File: config.mk
export PLATFORM = sky130hd
export DESIGN_NAME = dll_tap_trainer_flat
export DESIGN_NICKNAME = d
export VERILOG_FILES = /design/src/rtl/dll_train_pkg.sv /design/src/rtl/dll_tap_trainer_if.sv /design/src/rtl/dll_window_tracker.sv /design/src/rtl/dll_tap_trainer.sv /design/src/flat_wrapper.sv
export SDC_FILE = /design/constraint.sdc
export NUM_CORES = 1
export LEC_CHECK = 0
export ABC_AREA = 1
export BUFFER_PORTS_ARGS = -buffer_cell sky130_fd_sc_hd__buf_4
export CAP_MARGIN = 15
export CELL_PAD_IN_SITES_DETAIL_PLACEMENT = 1
export CELL_PAD_IN_SITES_GLOBAL_PLACEMENT = 2
export CORE_MARGIN = 1.5
export CORE_UTILIZATION = 34
export DETAILED_ROUTE_END_ITERATION = 7
export PLACE_DENSITY_LB_ADDON = 0.1
export SLEW_MARGIN = 30
export SYNTH_ARGS = -nofsm -noshare
export SYNTH_HDL_FRONTEND = slang
export SYNTH_SLANG_ARGS = --single-unit
export TNS_END_PERCENT = 10
File: constraint.sdc
create_clock -name clock -period 3.5 [get_ports clock]
set_clock_uncertainty 0.15 [all_clocks]
set_input_delay 0.35 -clock clock [delete_from_list [all_inputs] [get_ports clock]]
set_output_delay 0.35 -clock clock [all_outputs]
set_load 0.005 [all_outputs]
File: src/rtl/dll_train_pkg.sv
// Shared constants and state encoding for the DLL tap trainer.
// Contents: state enum, fixed phase lengths, tap-index/run-length/adj/counter widths.
package dll_train_pkg;

    localparam int unsigned DLL_RST_CYCLES = 4;
    localparam int unsigned SETTLE_CYCLES  = 2;
    localparam int unsigned IDX_W          = 8;
    localparam int unsigned RUN_W          = 9;
    localparam int unsigned ADJ_W          = 8;
    localparam int unsigned CNT_W          = 16;

    typedef enum logic [3:0] {
        IDLE,
        DLL_RST,
        SETTLE,
        WAIT_LOCK,
        SAMPLE,
        NEXT,
        FINAL_SETTLE,
        FINAL_LOCK,
        DONE
    } train_state_e;

endpackage

File: src/rtl/dll_tap_trainer_if.sv
// Bundle between the trainer and its environment (host + DLL data path).
// master: host/DLL side, drives start, pattern, sampled data and lock.
// slave : trainer side, drives DLL controls and training status.
interface dll_tap_trainer_if
    import dll_train_pkg::*;
#(
    parameter int unsigned DW = 8
) ();
    logic             io_start;
    logic [DW-1:0]    io_pattern;
    logic [DW-1:0]    io_data_in;
    logic             io_dll_lock;
    logic             io_dll_reset;
    logic [ADJ_W-1:0] io_adj;
    logic [ADJ_W-1:0] io_madj;
    logic             io_busy;
    logic             io_done;
    logic             io_fail;
    logic [ADJ_W-1:0] io_best_adj;

    modport master (
        output io_start, io_pattern, io_data_in, io_dll_lock,
        input  io_dll_reset, io_adj, io_madj, io_busy, io_done, io_fail, io_best_adj
    );

    modport slave (
        input  io_start, io_pattern, io_data_in, io_dll_lock,
        output io_dll_reset, io_adj, io_madj, io_busy, io_done, io_fail, io_best_adj
    );
endinterface

File: src/rtl/dll_window_tracker.sv
// Tracks the longest run of consecutive passing taps.
// Ports: clk, rst_n; clear (start a new sweep), valid/pass/index (one tap result);
// best_start/best_len (registered longest window, first one wins on a tie).
module dll_window_tracker
    import dll_train_pkg::*;
(
    input  logic             clk,
    input  logic             rst_n,
    input  logic             clear,
    input  logic             valid,
    input  logic             pass,
    input  logic [IDX_W-1:0] index,
    output logic [RUN_W-1:0] best_start,
    output logic [RUN_W-1:0] best_len
);
    logic [RUN_W-1:0] cur_start_q, cur_start_d;
    logic [RUN_W-1:0] cur_len_q,   cur_len_d;
    logic [RUN_W-1:0] best_start_q, best_start_d;
    logic [RUN_W-1:0] best_len_q,   best_len_d;
    logic [RUN_W-1:0] run_start_c;
    logic [RUN_W-1:0] run_len_c;

    // Extend or break the current run; promote it only when strictly longer.
    always_comb begin
        cur_start_d  = cur_start_q;
        cur_len_d    = cur_len_q;
        best_start_d = best_start_q;
        best_len_d   = best_len_q;
        run_start_c  = (cur_len_q == '0) ? RUN_W'(index) : cur_start_q;
        run_len_c    = cur_len_q + RUN_W'(1);

        if (clear) begin
            cur_start_d  = '0;
            cur_len_d    = '0;
            best_start_d = '0;
            best_len_d   = '0;
        end else if (valid) begin
            if (pass) begin
                cur_start_d = run_start_c;
                cur_len_d   = run_len_c;
                if (run_len_c > best_len_q) begin
                    best_start_d = run_start_c;
                    best_len_d   = run_len_c;
                end
            end else begin
                cur_len_d = '0;
            end
        end
    end

    always_ff @(posedge clk or negedge rst_n) begin
        if (!rst_n) begin
            cur_start_q  <= '0;
            cur_len_q    <= '0;
            best_start_q <= '0;
            best_len_q   <= '0;
        end else begin
            cur_start_q  <= cur_start_d;
            cur_len_q    <= cur_len_d;
            best_start_q <= best_start_d;
            best_len_q   <= best_len_d;
        end
    end

    assign best_start = best_start_q;
    assign best_len   = best_len_q;
endmodule

File: src/rtl/dll_tap_trainer.sv
// DLL tap training controller: sweeps io_adj over all taps, checks sampled data
// against a pattern at each tap, then programs the centre of the widest passing window.
// Ports: clock, reset (async, active-low); bus (slave) carrying start/pattern/data/lock
// in and dll_reset/adj/madj/busy/done/fail/best_adj out.
module dll_tap_trainer
    import dll_train_pkg::*;
#(
    parameter int unsigned DW           = 8,
    parameter int unsigned MADJ         = 128,
    parameter int unsigned STEP         = 8,
    parameter int unsigned SAMPLES      = 16,
    parameter int unsigned LOCK_TIMEOUT = 1023
) (
    input  logic               clock,
    input  logic               reset,
    dll_tap_trainer_if.slave   bus
);
    localparam int unsigned NTAPS = MADJ / STEP;

    train_state_e     state_q, state_d;
    logic [CNT_W-1:0] cnt_q, cnt_d;
    logic [IDX_W-1:0] idx_q, idx_d;
    logic [ADJ_W-1:0] adj_q, adj_d;
    logic [ADJ_W-1:0] best_adj_q, best_adj_d;
    logic             dll_reset_q, dll_reset_d;
    logic             busy_q, busy_d;
    logic             done_q, done_d;
    logic             fail_q, fail_d;
    logic             armed_q;

    logic [DW-1:0]    data_x_c;
    logic             match_c;
    logic             trk_clear_c;
    logic             trk_valid_c;
    logic             fail_now_c;
    logic [RUN_W-1:0] best_start_c;
    logic [RUN_W-1:0] best_len_c;
    logic [RUN_W-1:0] centre_c;

    assign data_x_c = bus.io_data_in ^ bus.io_pattern;
    assign match_c  = (data_x_c == '0);
    assign centre_c = best_start_c + ((best_len_c - RUN_W'(1)) >> 1);

    dll_window_tracker u_tracker (
        .clk        (clock),
        .rst_n      (reset),
        .clear      (trk_clear_c),
        .valid      (trk_valid_c),
        .pass       (match_c),
        .index      (idx_q),
        .best_start (best_start_c),
        .best_len   (best_len_c)
    );

    // Next-state and output-register logic; the tap result is handed to the
    // tracker as SAMPLE exits so the window is final by the time NEXT runs.
    always_comb begin
        state_d     = state_q;
        cnt_d       = cnt_q;
        idx_d       = idx_q;
        adj_d       = adj_q;
        best_adj_d  = best_adj_q;
        dll_reset_d = dll_reset_q;
        busy_d      = busy_q;
        done_d      = done_q;
        fail_d      = fail_q;
        trk_clear_c = 1'b0;
        trk_valid_c = 1'b0;
        fail_now_c  = 1'b0;

        case (state_q)
            IDLE, DONE: begin
                // armed_q masks a start sampled on the first edge after reset release.
                if (bus.io_start && armed_q) begin
                    state_d     = DLL_RST;
                    cnt_d       = '0;
                    idx_d       = '0;
                    adj_d       = '0;
                    best_adj_d  = '0;
                    dll_reset_d = 1'b1;
                    busy_d      = 1'b1;
                    done_d      = 1'b0;
                    fail_d      = 1'b0;
                    trk_clear_c = 1'b1;
                end
            end
            DLL_RST: begin
                if (cnt_q == CNT_W'(DLL_RST_CYCLES - 1)) begin
                    dll_reset_d = 1'b0;
                    cnt_d       = '0;
                    state_d     = SETTLE;
                end else begin
                    cnt_d = cnt_q + CNT_W'(1);
                end
            end
            SETTLE, FINAL_SETTLE: begin
                // Lock is ignored here: the DLL reports the old lock for a cycle.
                if (cnt_q == CNT_W'(SETTLE_CYCLES - 1)) begin
                    cnt_d   = '0;
                    state_d = (state_q == SETTLE) ? WAIT_LOCK : FINAL_LOCK;
                end else begin
                    cnt_d = cnt_q + CNT_W'(1);
                end
            end
            WAIT_LOCK, FINAL_LOCK: begin
                if (bus.io_dll_lock) begin
                    cnt_d = '0;
                    if (state_q == WAIT_LOCK) begin
                        state_d = SAMPLE;
                    end else begin
                        state_d = DONE;
                        done_d  = 1'b1;
                        busy_d  = 1'b0;
                        fail_d  = 1'b0;
                    end
                end else if (cnt_q == CNT_W'(LOCK_TIMEOUT - 1)) begin
                    fail_now_c = 1'b1;
                end else begin
                    cnt_d = cnt_q + CNT_W'(1);
                end
            end
            SAMPLE: begin
                // A single mismatch already fails the tap, so stop early.
                if (!match_c || (cnt_q == CNT_W'(SAMPLES - 1))) begin
                    trk_valid_c = 1'b1;
                    cnt_d       = '0;
                    state_d     = NEXT;
                end else begin
                    cnt_d = cnt_q + CNT_W'(1);
                end
            end
            NEXT: begin
                if (idx_q < IDX_W'(NTAPS - 1)) begin
                    idx_d   = idx_q + IDX_W'(1);
                    adj_d   = ADJ_W'((32'(idx_q) + 32'd1) * STEP);
                    state_d = SETTLE;
                end else if (best_len_c == '0) begin
                    fail_now_c = 1'b1;
                end else begin
                    best_adj_d = ADJ_W'(32'(centre_c) * STEP);
                    adj_d      = ADJ_W'(32'(centre_c) * STEP);
                    state_d    = FINAL_SETTLE;
                end
            end
            default: state_d = IDLE;
        endcase

        // Failure parks the DLL in reset and reports an empty result.
        if (fail_now_c) begin
            state_d     = IDLE;
            cnt_d       = '0;
            dll_reset_d = 1'b1;
            adj_d       = '0;
            best_adj_d  = '0;
            done_d      = 1'b1;
            fail_d      = 1'b1;
            busy_d      = 1'b0;
        end
    end

    always_ff @(posedge clock or negedge reset) begin
        if (!reset) begin
            state_q     <= IDLE;
            cnt_q       <= '0;
            idx_q       <= '0;
            adj_q       <= '0;
            best_adj_q  <= '0;
            dll_reset_q <= 1'b1;
            busy_q      <= 1'b0;
            done_q      <= 1'b0;
            fail_q      <= 1'b0;
            armed_q     <= 1'b0;
        end else begin
            state_q     <= state_d;
            cnt_q       <= cnt_d;
            idx_q       <= idx_d;
            adj_q       <= adj_d;
            best_adj_q  <= best_adj_d;
            dll_reset_q <= dll_reset_d;
            busy_q      <= busy_d;
            done_q      <= done_d;
            fail_q      <= fail_d;
            armed_q     <= 1'b1;
        end
    end

    assign bus.io_dll_reset = dll_reset_q;
    assign bus.io_adj       = adj_q;
    assign bus.io_madj      = ADJ_W'(MADJ);
    assign bus.io_busy      = busy_q;
    assign bus.io_done      = done_q;
    assign bus.io_fail      = fail_q;
    assign bus.io_best_adj  = best_adj_q;
endmodule

File: src/flat_wrapper.sv
// flat-port wrapper written by rule: the top's interface ports become plain ports
module dll_tap_trainer_flat import dll_train_pkg::*;
#(
    parameter int unsigned DW           = 8,
    parameter int unsigned MADJ         = 128,
    parameter int unsigned STEP         = 8,
    parameter int unsigned SAMPLES      = 16,
    parameter int unsigned LOCK_TIMEOUT = 1023
)
  (clock, reset, bus_io_start, bus_io_pattern, bus_io_data_in, bus_io_dll_lock, bus_io_dll_reset, bus_io_adj, bus_io_madj, bus_io_busy, bus_io_done, bus_io_fail, bus_io_best_adj);
  dll_tap_trainer_if #(.DW(DW)) bus_i ();
  input  logic clock;
  input  logic reset;
  input wire logic [$bits(bus_i.io_start)-1:0] bus_io_start;
  input wire logic [$bits(bus_i.io_pattern)-1:0] bus_io_pattern;
  input wire logic [$bits(bus_i.io_data_in)-1:0] bus_io_data_in;
  input wire logic [$bits(bus_i.io_dll_lock)-1:0] bus_io_dll_lock;
  output wire logic [$bits(bus_i.io_dll_reset)-1:0] bus_io_dll_reset;
  output wire logic [$bits(bus_i.io_adj)-1:0] bus_io_adj;
  output wire logic [$bits(bus_i.io_madj)-1:0] bus_io_madj;
  output wire logic [$bits(bus_i.io_busy)-1:0] bus_io_busy;
  output wire logic [$bits(bus_i.io_done)-1:0] bus_io_done;
  output wire logic [$bits(bus_i.io_fail)-1:0] bus_io_fail;
  output wire logic [$bits(bus_i.io_best_adj)-1:0] bus_io_best_adj;
  assign bus_i.io_start = bus_io_start;
  assign bus_i.io_pattern = bus_io_pattern;
  assign bus_i.io_data_in = bus_io_data_in;
  assign bus_i.io_dll_lock = bus_io_dll_lock;
  assign bus_io_dll_reset = bus_i.io_dll_reset;
  assign bus_io_adj = bus_i.io_adj;
  assign bus_io_madj = bus_i.io_madj;
  assign bus_io_busy = bus_i.io_busy;
  assign bus_io_done = bus_i.io_done;
  assign bus_io_fail = bus_i.io_fail;
  assign bus_io_best_adj = bus_i.io_best_adj;
  dll_tap_trainer #(.DW(DW), .MADJ(MADJ), .STEP(STEP), .SAMPLES(SAMPLES), .LOCK_TIMEOUT(LOCK_TIMEOUT)) u_core (.clock(clock), .reset(reset), .bus(bus_i));
endmodule
# Word-level counts from Yosys, hierarchy flattened
# Cells that the tools add are included.
totals:
  input_bits: 20
  wordCells: 142
  register_bits: 81
  out_inout_bits: 28
classes:
  n_eq_ne: 24
  n_mux: 68
  add_sub_neg: 6
  n_bitwise: 1
  reduce_logical: 27
  n_lt_le_gt_ge: 2
op_table:
  columns: ["op", "count"]
  rows:
  - ["16-bit 2-to-1 mux", 7]
  - ["9-bit 2-to-1 mux", 11]
  - ["16-bit case mux with 5 select lines", 1]
  - ["8-bit 2-to-1 mux", 7]
  - ["8-bit case mux with 2 select lines", 3]
  - ["4-bit 2-to-1 mux", 9]
  - ["4-bit case mux with 6 select lines", 1]
  - ["5-bit 2-to-1 mux", 4]
  - ["1-bit 2-to-1 mux", 19]
  - ["9-bit zero test", 2]
  - ["16-bit by 1-bit adder with 16-bit output, second input constant", 1]
  - ["16-bit by 1-bit == test with 1-bit output, second input constant", 1]
  - ["16-bit by 10-bit == test with 1-bit output, second input constant", 1]
  - ["16-bit by 2-bit == test with 1-bit output, second input constant", 1]
  - ["16-bit by 4-bit == test with 1-bit output, second input constant", 1]
  - ["4-bit by 3-bit == test with 1-bit output, second input constant", 4]
  - ["3-bit AND reduction", 5]
  - ["3-bit by 1-bit inequality test with 1-bit output, second input constant", 4]
  - ["3-bit by 2-bit inequality test with 1-bit output, second input constant", 4]
  - ["1-bit case mux with 2 select lines", 5]
  - ["9-bit by 1-bit adder with 9-bit output, second input constant", 1]
  - ["9-bit > comparator", 1]
  - ["3-bit nonzero test", 3]
  - ["8-bit by 1-bit adder with 8-bit output, second input constant", 1]
  - ["23 further kinds", 31]

# Longest topological paths before layout
# Gate-level depths: netlist of the first run.
depth:
  ltp_word: 8
  mapped_depth: 18
  mapped_depth_nobuf: 17

# By module
# Synthesis of the first run repeated with hierarchy kept, for this count alone.
unflattened:
  cells_unflattened: 745
  hier_area_um2: 5474.0
by_module_without_submodules:
  columns: ["module", "seq_area_each_um2", "cells_per_inst", "n_inst", "area_per_inst_um2"]
  rows:
  - ["dll_tap_trainer", 1077.3, 453, 1, 3174.3]
  - ["dll_window_tracker", 900.9, 292, 1, 2299.7]

# Worst setup path before layout of the first run
# OpenSTA, ideal clock, no wires.
synth_timing:
  kind: "register to register"
  from: "register u_core.u_tracker.cur_len_q[0]"
  to: "register u_core.u_tracker.best_len_q[2] (netlist: u_core.u_tracker.best_len[2])"
  t_arrival_ps: 2200
  path_stages_with_launch: 19
  n_path_buf: 1
  slack_ps: 1033
  required_time_ps: 3233
  synth_period_minus_slack_ps: 2467
  path_cell_list: "dfrtp_1 ha_1 nand3_1 inv_1 nand2_1 nand2_1 nand2_1 inv_1 ha_1 nand2_1 nor2_1 nand4_1 nand3_1 nand2_1 nor2_8 nor2_2 buf_6 nand2_1 nand2_1"
synth_between:
  elab_chain_len: 5
  word_cells_on_any_way: 8
  cone_classes: "add/sub (1); order compare (1); mux (4); reduce/logical (2)"
synth_rtl:
  columns: ["element", "line_no", "source"]
  rows:
  - ["from (decl)", "dll_window_tracker.sv:17", "logic [RUN_W-1:0] cur_len_q, cur_len_d;"]
  - ["from (signal assigned)", "dll_window_tracker.sv:59", "cur_len_q <= cur_len_d;"]
  - ["9-bit by 1-bit adder with 9-bit output (*)", "dll_window_tracker.sv:30", "run_len_c = cur_len_q + RUN_W'(1);"]
  - ["parallel branches: the longest is 4 deep, another holds 9-bit > comparator", null, null]
  - ["to (signal assigned)", "dll_window_tracker.sv:61", "best_len_q <= best_len_d;"]
  - ["to (decl)", "dll_window_tracker.sv:19", "logic [RUN_W-1:0] best_len_q, best_len_d;"]
# Mark *: on every way between the ends. The select of a mux whose other input is x is not followed.
# A chain may end at the register's enable or synchronous reset.

# Worst setup path in the final report of the first run
layout_timing:
  from: "register u_core.u_tracker.cur_len_q[0]"
  to: "register u_core.u_tracker.best_len_q[6] (netlist: u_core.u_tracker.best_len[6])"
# Same word-level chain as after synthesis.

==> results of run 1 <==
-- metal layers --
metal | global-route usage, % | vias up
met4 | 4.88 | 0
met1 | 25.1 | 2337
met3 | 4.58 | 13
met5 | 0 | -
li1 | - | 2430
met2 | 35.9 | 38
-- sequential cells by signal (all words and copies together) (netlist names) --
name / cells
u_core.bus.io_dll_reset: 1
u_core.bus.io_best_adj: 5
u_core.bus.io_done: 1
u_core.idx_q: 8
u_core.armed_q: 1
u_core.u_tracker.cur_start_q: 5
u_core.cnt_q: 16
u_core.bus.io_busy: 1
u_core.bus.io_fail: 1
u_core.bus.io_adj: 5
u_core.u_tracker.best_start: 5
u_core.u_tracker.cur_len_q: 9
u_core.state_q: 4
u_core.u_tracker.best_len: 9
-- how the worst min path moves through the flow --
| stage | end | cells past startpoint | startpoint | slack (ns) |
|---|---|---|---|---|
| final | u_core.bus.io_done$_DFFE_PN0P_ | 2 | u_core.bus.io_done$_DFFE_PN0P_ | 0.33 |
| after global routing | u_core.u_tracker.best_len[7]$_DFFE_PN0P_ | 2 | u_core.u_tracker.best_len[7]$_DFFE_PN0P_ | 0.36 |
| after global placement | u_core.bus.io_done$_DFFE_PN0P_ | 2 | u_core.bus.io_done$_DFFE_PN0P_ | 0.30 |
| after floorplan | u_core.armed_q$_DFF_PN0_ | 0 | reset | -0.1 |
| after detailed placement | u_core.bus.io_done$_DFFE_PN0P_ | 2 | u_core.bus.io_done$_DFFE_PN0P_ | 0.31 |
| after CTS | u_core.u_tracker.best_len[5]$_DFFE_PN0P_ | 1 | reset | 0.05 |
-- power groups by stage --
stage          clock [W]  sequential [W]  combinational (W)
3_5_place_dp           0         0.00123            0.00147
4_1_cts         0.000994         0.00122            0.00148
2_1_floorplan          0         0.00117            0.00101
5_1_grt          0.00102         0.00124            0.00166
6_report        0.000962         0.00121            0.00146
3_3_place_gp           0         0.00122            0.00145
-- cell families after synthesis --
family	after synthesis	share of synthesized area (%)
adder cells (fa/ha/maj)	21	5.31
buffers and inverters	143	12.1
XOR/XNOR	16	2.75
other	2	0.148
AO/OA/AOI/OAI	66	7.23
AND/OR/NAND/NOR	430	37.5
flip-flops	71	34.9
-- synth_stat cells, types with 4 or more instances --
master	instances
o211ai_1	5
nand4_1	29
a31oi_1	4
ha_1	20
nor3_1	10
xnor2_1	4
o21ai_0	33
buf_2	5
inv_1	107
nand2_2	4
clkbuf_1	7
inv_2	6
buf_4	14
o21ai_1	4
nand2_1	221
nor2_1	69
nand3_1	80
a21oi_1	11
nor2_2	4
dfrtp_1	70
xor2_1	12
nand3b_1	4
-- final cells by class --
type                            instances  share of cell area [%]
Tap cell                              184                    3.98
Multi-Input combinational cell        548                    47.5
Clock inverter                          7                    1.34
Inverter                              114                    7.40
Clock buffer                            9                    3.90
Timing Repair Buffer                   39                    5.17
Sequential cell                        71                    30.8
-- what timing repair did --
action / in CTS / in global routing
buffers inserted: 0 / 0
hold buffers: 0 / 1
endpoints found under the hold margin: 0 / 70
-- stage by stage --
step	power (W)	util, %	area (um^2)
6_report	0.00364	39.6	5780
3_5_place_dp	0.00270	37.5	5470
4_1_cts	0.00369	39.5	5770
2_1_floorplan	0.00218	-	5140
5_1_grt	0.00393	39.6	5780
3_3_place_gp	0.00267	37.5	5470
-- tightest hold or removal path, delay by kind of cell (launching register included) --
kind | cells | cell delay, ns
flops | 1 | 0.35
simple gates | 2 | 0.09
==> run_results.csv, run 1 <==
group,metric,value,unit
die,core.rowCount,44,
die,start_util,34.9,%
worst_setup_path,critical_path.top_delay_family,"simple AND/OR/NAND/NOR gates",
cts,post_cts_resized,0,
die,die_height,125,um
detailed_routing,maxUsedRoutingLayer,"met4",
detailed_routing,met1_length,6950,um
detailed_routing,remaining_drc_errors,0,
cts,cts_tree,"yes",
detailed_routing,detail_route.iter0.violations,158,
place,gp_routability_congestion,0.813,
yosys,post_synth.cell_area_avg,6.80,um^2
final_layout,final_layout_size_suffix_gt1_share,9.52,%
sta,tns,0,ns
worst_setup_path,reg2reg_from,"u_core.u_tracker.cur_len_q[0]$_DFFE_PN0P_",
global_routing,grt_usage,20.3,%
sta,fin_crit_share,83.4,%
cts,clock_path_buffers,2,
sta,crit_path_setup_slack_layout,0.580,ns
die,die-area,15700,um^2
detailed_routing,drt-pass1-iter-count,4,
yosys,synth_top_area_share,34.4,%
die,ios,48,
worst_setup_path,reg2reg_setup_slack,0.58,ns
worst_setup_path,cp.required,3.63,ns
yosys,cell_area_synth,5090,um^2
detailed_routing,routed_wl,15100,um
worst_setup_path,cp_endpoint,"u_core.u_tracker.best_len[6]$_DFFE_PN0P_",
cts,h_tree_levels,3,
die,die_w,125,um
worst_setup_path,worstPathCellList,"ha_1 > nand3_1 > inv_1 > nand2_1 > nand2_1 > nand2_1 > inv_1 > ha_1 > nand2_1 > nor2_1 > nand4_1 > nand2_1 > nor2_8 > nor2_2 > nand2_1 > nand2_1",
place,buffer_ports.inserted,33,
worst_setup_path,cp_data_arrival_time,3.05,ns
global_routing,first_pass_grt_wire_length,25300,um
yosys,synth_top_cell_by_area,"dfrtp_1",
worst_setup_path,cp_slowest_cell,"nor2_2",
cts,cts.sink_count,71,
worst_setup_path,crit_path_capture_type,"flop",
cts,cts_root_buf,"clkbuf_16",
power,p_switching,0.00159,W
sta,setup-violations-final,0,
yosys,synth_top_flop_cell,"dfrtp_1",
die,placeable_core_region,14600,um^2
place,placed_cells_incl_taps,955,
place,dpl.hpwl,11400,um
sta,timing.slew.headroom,53.8,%
global_routing,grt_pass1_vias,5047,
sta,tightest_slew,0.693,ns
worst_setup_path,crit-reg2reg-capture,"u_core.u_tracker.best_len[6]$_DFFE_PN0P_",
yosys,synth_warnings,0,
power,max-vdd-ir-drop,259,uV
global_routing,grt_start_max_net_pins,72,
detailed_routing,detailroute.wirelength.met2,7590,um
final_layout,nets,824,
detailed_routing,wl_per_cell,15.5,um
yosys,synth.ff_latch_count,71,
power,seq_power_share,33.4,%
yosys,asyncSetResetFlopFracSynth,100,%
yosys,netlist_instances,749,
yosys,synth_seq_area_share,34.9,%
final_layout,stdcell_count,972,
final_layout,layout.cells.most_common,"nand2_1",
final_layout,area.sequential,1780,um^2
worst_setup_path,most_frequent_cell_on_the_critical_path,"nand2_1",
worst_setup_path,worst-r2r-cell-count,16,
detailed_routing,dr_wl_met3,301,um
global_routing,overflow,0,
worst_setup_path,delay_of_the_slowest_cell_on_the_worst_path,0.45,ns
final_layout,num-fill-cells,1884,
yosys,number_of_distinct_library_cells_after_synthesis,39,
worst_setup_path,critical_path.startpoint,"u_core.u_tracker.cur_len_q[0]$_DFFE_PN0P_",
power,p_leak,3.16,nW
power,power_frac_clock,26.4,%
place,dpl_worst_slack,0.566,ns
sta,worst_hold_slack,0.326,ns
detailed_routing,route.antenna.remaining_nets,0,
final_layout,antennaDiodeCount,0,
sta,timing.final.crit_period,2.92,ns
sta,final_hold_viol_count,0,
cts,worst_skew_pair.late_latency,0.35,ns
power,p_int,0.00204,W
hold_path,worst_hold_path_class,"flop to flop",
final_layout,most-common-layout-cells,"nand2_1 (221), inv_1 (107), nand3_1 (80), dfrtp_1 (70), nor2_1 (69)",
worst_setup_path,crit_path_max_fanout,15,
final_layout,areaGrowthSynthToFinish,13.6,%
worst_setup_path,worstSetupPathDepth,16,
sta,clock.fmax,342,MHz
sta,grt_setup_unrepaired,"no",
worst_setup_path,cp.buffers_inverters,2,
worst_setup_path,worstSetupStartpointType,"flop",
cts,clkSlewWorstSetupHoldPaths,0.06,ns
detailed_routing,total_number_of_vias,4818,
yosys,synth.area.top_cells,"dfrtp_1 (34%), nand2_1 (16%), inv_1 (7.9%)",
detailed_routing,post_drt_via_cell_ratio,4.96,
power,power.share.combinational,40.2,%
final_layout,multiInputGateArea,2740,um^2
power,swShare,43.8,%
worst_setup_path,path_class,"flop to flop",
sta,final-max-slew-violation-count,0,
power,power.density,629,nW/um^2
yosys,synth-edff-count,0,
global_routing,initial_antenna_violation_count,0,
flow_run,maxCapViolCount,0,
outcome,run_status,"finished, final reports clean",
cts,tritoncts.num_buffers,9,
Power figures use the tool's default switching activity.
==> inputs of run 2 (changes only) <==
CORE_UTILIZATION = 30   (was 34)
clock period = 2.5 ns   (was 3.5 ns; I/O delays follow)
==> run_results.csv, run 2 (synthesis gave the netlist of run 1 again) <==
group,metric,value,unit
sta,setup-violations-final,0,
detailed_routing,post_drt_via_cell_ratio,4.76,
sta,fin_crit_share,99.5,%
cts,h_tree_levels,3,
final_layout,nets,874,
die,ios,48,
sta,final-max-slew-violation-count,0,
place,dpl.hpwl,12300,um
flow_run,maxCapViolCount,0,
global_routing,first_pass_grt_wire_length,26400,um
sta,grt_setup_unrepaired,"yes",
global_routing,grt_usage,19.0,%
detailed_routing,drt-pass1-iter-count,4,
final_layout,multiInputGateArea,2960,um^2
global_routing,overflow,0,
worst_setup_path,delay_of_the_slowest_cell_on_the_worst_path,0.43,ns
power,power.density,823,nW/um^2
cts,clkSlewWorstSetupHoldPaths,0.06,ns
detailed_routing,detail_route.iter0.violations,185,
global_routing,grt_start_max_net_pins,72,
worst_setup_path,cp.required,2.58,ns
cts,cts_tree,"yes",
hold_path,holdPathStages,3,
final_layout,largest_register_ff_count,16,
worst_setup_path,worstSetupStartpointType,"flop",
hold_path,worst_hold_path_class,"input pin to flop",
detailed_routing,routed_wl,16400,um
final_layout,area.sequential,1780,um^2
worst_setup_path,cp_data_arrival_time,2.57,ns
cts,cts_root_buf,"clkbuf_16",
sta,final_hold_viol_count,0,
sta,worst_hold_slack,0.0835,ns
detailed_routing,remaining_drc_errors,0,
final_layout,areaGrowthSynthToFinish,27.7,%
outcome,run_status,"finished, final reports clean",
worst_setup_path,worst-r2r-cell-count,15,
die,die_w,133,um
worst_setup_path,crit_path_max_fanout,5,
final_layout,num-fill-cells,2125,
final_layout,stdcell_count,1058,
detailed_routing,total_number_of_vias,5040,
place,placed_cells_incl_taps,1032,
place,buffer_ports.inserted,33,
power,p_leak,3.45,nW
worst_setup_path,crit_path_capture_type,"flop",
sta,timing.final.crit_period,2.49,ns
cts,worst_skew_pair.late_latency,0.35,ns
die,placeable_core_region,16600,um^2
worst_setup_path,cp_slowest_cell,"dfrtp_1",
global_routing,global_route.peak_usage_layer,"met2",
power,max-vdd-ir-drop,354,uV
die,die_height,133,um
final_layout,layout.cells.most_common,"nand2_1",
die,start_util,30.7,%
place,gp_routability_congestion,0.794,
global_routing,use_met1,23.9,%
die,core.rowCount,47,
final_layout,final_layout_size_suffix_gt1_share,19.5,%
final_layout,most-common-layout-cells,"nand2_1 (208), inv_1 (102), buf_4 (81), nand3_1 (76), dfrtp_1 (69)",
global_routing,initial_antenna_violation_count,0,
final_layout,antennaDiodeCount,0,
cts,cts.sink_count,71,
cts,clock_path_buffers,2,
cts,tritoncts.num_buffers,9,
final_layout,largest-register,"u_core.cnt_q",
detailed_routing,wl_per_cell,15.5,um
worst_setup_path,path_class,"flop to flop",
worst_setup_path,worstPathCellList,"buf_6 > buf_4 > inv_1 > ha_1 > ha_1 > nand2_1 > inv_1 > nand4_1 > nand3_1 > nand2_2 > nor2_8 > nor2_4 > buf_12 > nand2_1 > nand2_1",
sta,clock.fmax,402,MHz
global_routing,grt_pass1_vias,5089,
global_routing,met3_usage,3.31,%
worst_setup_path,most_frequent_cell_on_the_critical_path,"nand2_1",
die,die-area,17800,um^2
detailed_routing,route.antenna.remaining_nets,0,
global_routing,use_met2,33.5,%
run 2: changes by cell type in the layout (fill, tap and decap cells not counted), moves of 3 or more:
cell,change
buf_4,+44
nand2_1,-13
nand2_2,+11
ha_1,-6
ha_4,+6
inv_1,-5
inv_2,+4
nand3_1,-4
xor2_1,-3
xor2_2,+3
run 2: where the power goes:
part / switching [W] / internal, W / total [W]
Clock: 0.000561 / 0.000886 / 0.00145
Combinational: 0.00145 / 0.000757 / 0.00221
Sequential: 0.000280 / 0.00141 / 0.00169
run 2: per-stage QoR:
stage	total power, W	util, %	instance area [um^2]	setup TNS [ns]	setup WS [ns]
6_report	0.00535	39.2	6500	0	0.0130
3_3_place_gp	0.00384	35.2	5830	-2.77	-0.201
5_1_grt	0.00576	39.2	6500	-1.77	-0.130
4_1_cts	0.00539	37.5	6220	0	0.0101
3_5_place_dp	0.00389	35.2	5830	-4.20	-0.324
2_1_floorplan	0.00305	-	5140	0	0.0331
run 2: layout make-up:
cell class                      instances  share of cell area (%)
Timing Repair Buffer                   89                    11.3
Sequential cell                        71                    27.4
Clock buffer                            9                    3.46
Multi-Input combinational cell        548                    45.5
Tap cell                              220                    4.23
Inverter                              114                    6.62
Clock inverter                          7                    1.58
run 2: worst paths after layout:
check                                                      endpoint  slack (ns)                                      start
setup / recovery           u_core.u_tracker.best_len[3]$_DFFE_PN0P_        0.01  u_core.u_tracker.cur_len_q[1]$_DFFE_PN0P_
hold / removal                       u_core.bus.io_busy$_DFFE_PN0P_        0.08                               bus_io_start
setup reg to reg           u_core.u_tracker.best_len[3]$_DFFE_PN0P_        0.01  u_core.u_tracker.cur_len_q[1]$_DFFE_PN0P_
hold reg to reg                      u_core.bus.io_done$_DFFE_PN0P_        0.33             u_core.bus.io_done$_DFFE_PN0P_
max in group asynchronous       u_core.bus.io_dll_reset$_DFFE_PN1P_        1.53                                      reset
min in group asynchronous  u_core.u_tracker.best_len[5]$_DFFE_PN0P_        0.29                                      reset
run 2: worst max-delay path, delay by kind of cell (launching register included):
kind	cells	cell delay [ns]
buffers and inverters	5	0.56
AND/OR/NAND/NOR	8	0.66
flip-flops	1	0.43
adder cells (fa/ha/maj)	2	0.58
run 2: per-layer routing:
metal / vias to the layer above / routed length [um]
met5: - / 0
met4: 0 / 165
met3: 12 / 363
met2: 41 / 8260
met1: 2458 / 7590
li1: 2529 / -
run 2: repair_timing:
| action | CTS | global route |
|---|---|---|
| pin swaps | 2 | 16 |
| setup endpoints to repair | 14 | 17 |
| resized for setup | 7 | 44 |
| gates cloned | 0 | 1 |
| setup buffers | 2 | 6 |
| endpoints found under the hold margin | 70 | 0 |
| hold buffers | 1 | 0 |
==> inputs of run 3 (changes only) <==
CORE_UTILIZATION = 32   (was 30)
GPL_ROUTABILITY_DRIVEN = 1   (was unset)
SYNTH_HIERARCHICAL = 1   (was unset)
==> run_results.csv, run 3 <==
group,metric,value,unit
final_layout,nets,790,
die,die_w,129,um
die,placeable_core_region,15400,um^2
cts,worst_skew_pair.late_latency,0.34,ns
sta,fin_crit_share,95.3,%
detailed_routing,total_number_of_vias,4590,
die,die_height,129,um
final_layout,stdcell_count,965,
sta,grt_setup_unrepaired,"yes",
cts,tritoncts.num_buffers,9,
outcome,run_status,"finished, final reports clean",
power,total_power,0.00475,W
worst_setup_path,path_class,"flop to flop",
worst_setup_path,worstSetupStartpointType,"flop",
place,buffer_ports.inserted,33,
yosys,synth_warnings,6,
yosys,post_synth.cell_area_avg,7.26,um^2
yosys,cell_area_synth,5090,um^2
cts,clkSlewWorstSetupHoldPaths,0.06,ns
final_layout,most-common-layout-cells,"nand2_1 (194), inv_1 (80), nor2_1 (70), dfrtp_1 (70), nand3_1 (67)",
die,die-area,16700,um^2
power,p_leak,3.21,nW
final_layout,largest-register,"u_core/cnt_q",
sta,clock.fmax,420,MHz
die,start_util,33.1,%
detailed_routing,route.antenna.remaining_nets,0,
final_layout,antennaDiodeCount,0,
cts,cts.sink_count,71,
global_routing,grt_usage,18.3,%
sta,final-max-slew-violation-count,0,
sta,timing.final.crit_period,2.38,ns
final_layout,final_layout_size_suffix_gt1_share,18.6,%
detailed_routing,wl_per_cell,15.1,um
cts,clock_path_buffers,2,
flow_run,maxCapViolCount,0,
place,gp_routability_congestion,0.796,
global_routing,first_pass_grt_wire_length,23900,um
worst_setup_path,crit_path_max_fanout,7,
yosys,netlist_instances,701,
detailed_routing,detail_route.iter0.violations,216,
final_layout,areaGrowthSynthToFinish,19.6,%
power,max-vdd-ir-drop,363,uV
die,ios,48,
detailed_routing,routed_wl,14500,um
worst_setup_path,cp_data_arrival_time,2.46,ns
detailed_routing,remaining_drc_errors,0,
detailed_routing,drt-pass1-iter-count,4,
global_routing,grt_pass1_vias,4716,
worst_setup_path,crit_path_capture_type,"flop",
sta,final_hold_viol_count,0,
power,power.density,780,nW/um^2
global_routing,grt_start_max_net_pins,40,
worst_setup_path,cp.required,2.58,ns
die,core.rowCount,45,
cts,h_tree_levels,3,
cts,cts_root_buf,"clkbuf_16",
detailed_routing,post_drt_via_cell_ratio,4.76,
global_routing,overflow,0,
global_routing,initial_antenna_violation_count,0,
final_layout,layout.cells.most_common,"nand2_1",
place,dpl.hpwl,11000,um
final_layout,largest_register_ff_count,16,
place,placed_cells_incl_taps,943,
cts,cts_tree,"yes",
hold_path,worst_hold_path_class,"input pin to flop",
sta,setup-violations-final,0,
-- run 3: changes by cell type in the layout (fill, tap and decap cells not counted), sizes merged, moves of 4 or more --
cell    before  now
a21oi       11    6
buf         87   51
inv        116   89
nand2      226  216
nand3       82   86
nand3b       4    8
nand4       29   17
nor2        76   82
o21ai       37   18
o21bai       3    7
xnor2        4   10
-- run 3: layer usage --
layer,track usage [%],vias to the layer above,wire length [um]
li1,-,2303,-
met1,24.0,2228,7070
met2,31.0,43,6980
met3,2.97,16,284
met4,5.55,0,210
met5,0,-,0
-- run 3: final cells by class --
| class | count | area, um^2 |
|---|---|---|
| clock inverter | 5 | 106 |
| tap | 211 | 264 |
| timing repair buffer | 52 | 405 |
| multi-input combinational | 524 | 2950 |
| sequential | 71 | 1780 |
| inverter | 91 | 352 |
| fill | 1919 | 9290 |
| clock buffer | 11 | 233 |
-- run 3: worst paths after layout --
check                                                           from                                       end  slack, ns  cells past startpoint
min reg2reg                           u_core/bus.io_fail$_DFFE_PN0P_            u_core/bus.io_fail$_DFFE_PN0P_       0.33                      2
min                                                  bus_io_dll_lock              u_core/cnt_q[12]$_DFFE_PN0P_       0.19                      4
max in group asynchronous                                      reset       u_core/bus.io_dll_reset$_DFFE_PN1P_       1.29                      3
min in group asynchronous                                      reset               u_core/cnt_q[9]$_DFFE_PN0P_       0.27                      2
max                        u_core/u_tracker/cur_len_q[0]$_DFFE_PN0P_  u_core/u_tracker/best_len[8]$_DFFE_PN0P_       0.12                     14
max reg2reg                u_core/u_tracker/cur_len_q[0]$_DFFE_PN0P_  u_core/u_tracker/best_len[8]$_DFFE_PN0P_       0.12                     14
-- run 3: power by group --
group	switching [W]	leakage [nW]	internal [W]
Sequential	0.000175	0.970	0.00135
Combinational	0.00112	2.08	0.000607
Clock	0.000517	0.160	0.000978
Total	0.00181	3.21	0.00294
-- run 3: critical path: stages (launching register included) --
cell      delay [ns]
dfrtp_1         0.37
ha_2            0.20
nand2_2         0.07
nor2_4          0.16
nand4_1         0.11
nand2_1         0.11
inv_2           0.05
ha_4            0.27
nand2_4         0.05
nor2_4          0.16
nand3b_4        0.12
nand3_4         0.19
nand2_8         0.10
nand3_2         0.07
nand2_1         0.06
-- run 3: stage by stage --
step | cell area [um^2] | hold slack, ns | TNS [ns] | setup WS (ns) | util, %
6_report | 6080 | 0.191 | 0 | 0.118 | 39.6
4_1_cts | 5900 | 0.197 | 0 | 0.0582 | 38.4
2_1_floorplan | 5140 | -0.196 | 0 | 0.224 | -
5_1_grt | 6080 | 0.215 | -0.656 | -0.0753 | 39.6
3_5_place_dp | 5550 | 0.106 | 0 | 0.0719 | 36.1
3_3_place_gp | 5550 | 0.101 | 0 | 0.146 | 36.1
-- run 3: timing repair --
action / 4_1_cts / 5_1_grt
endpoints found under the setup margin: 0 / 15
resized for setup: 0 / 29
hold buffers: 1 / 0
buffers inserted: 0 / 2
hold endpoints to repair: 32 / 0
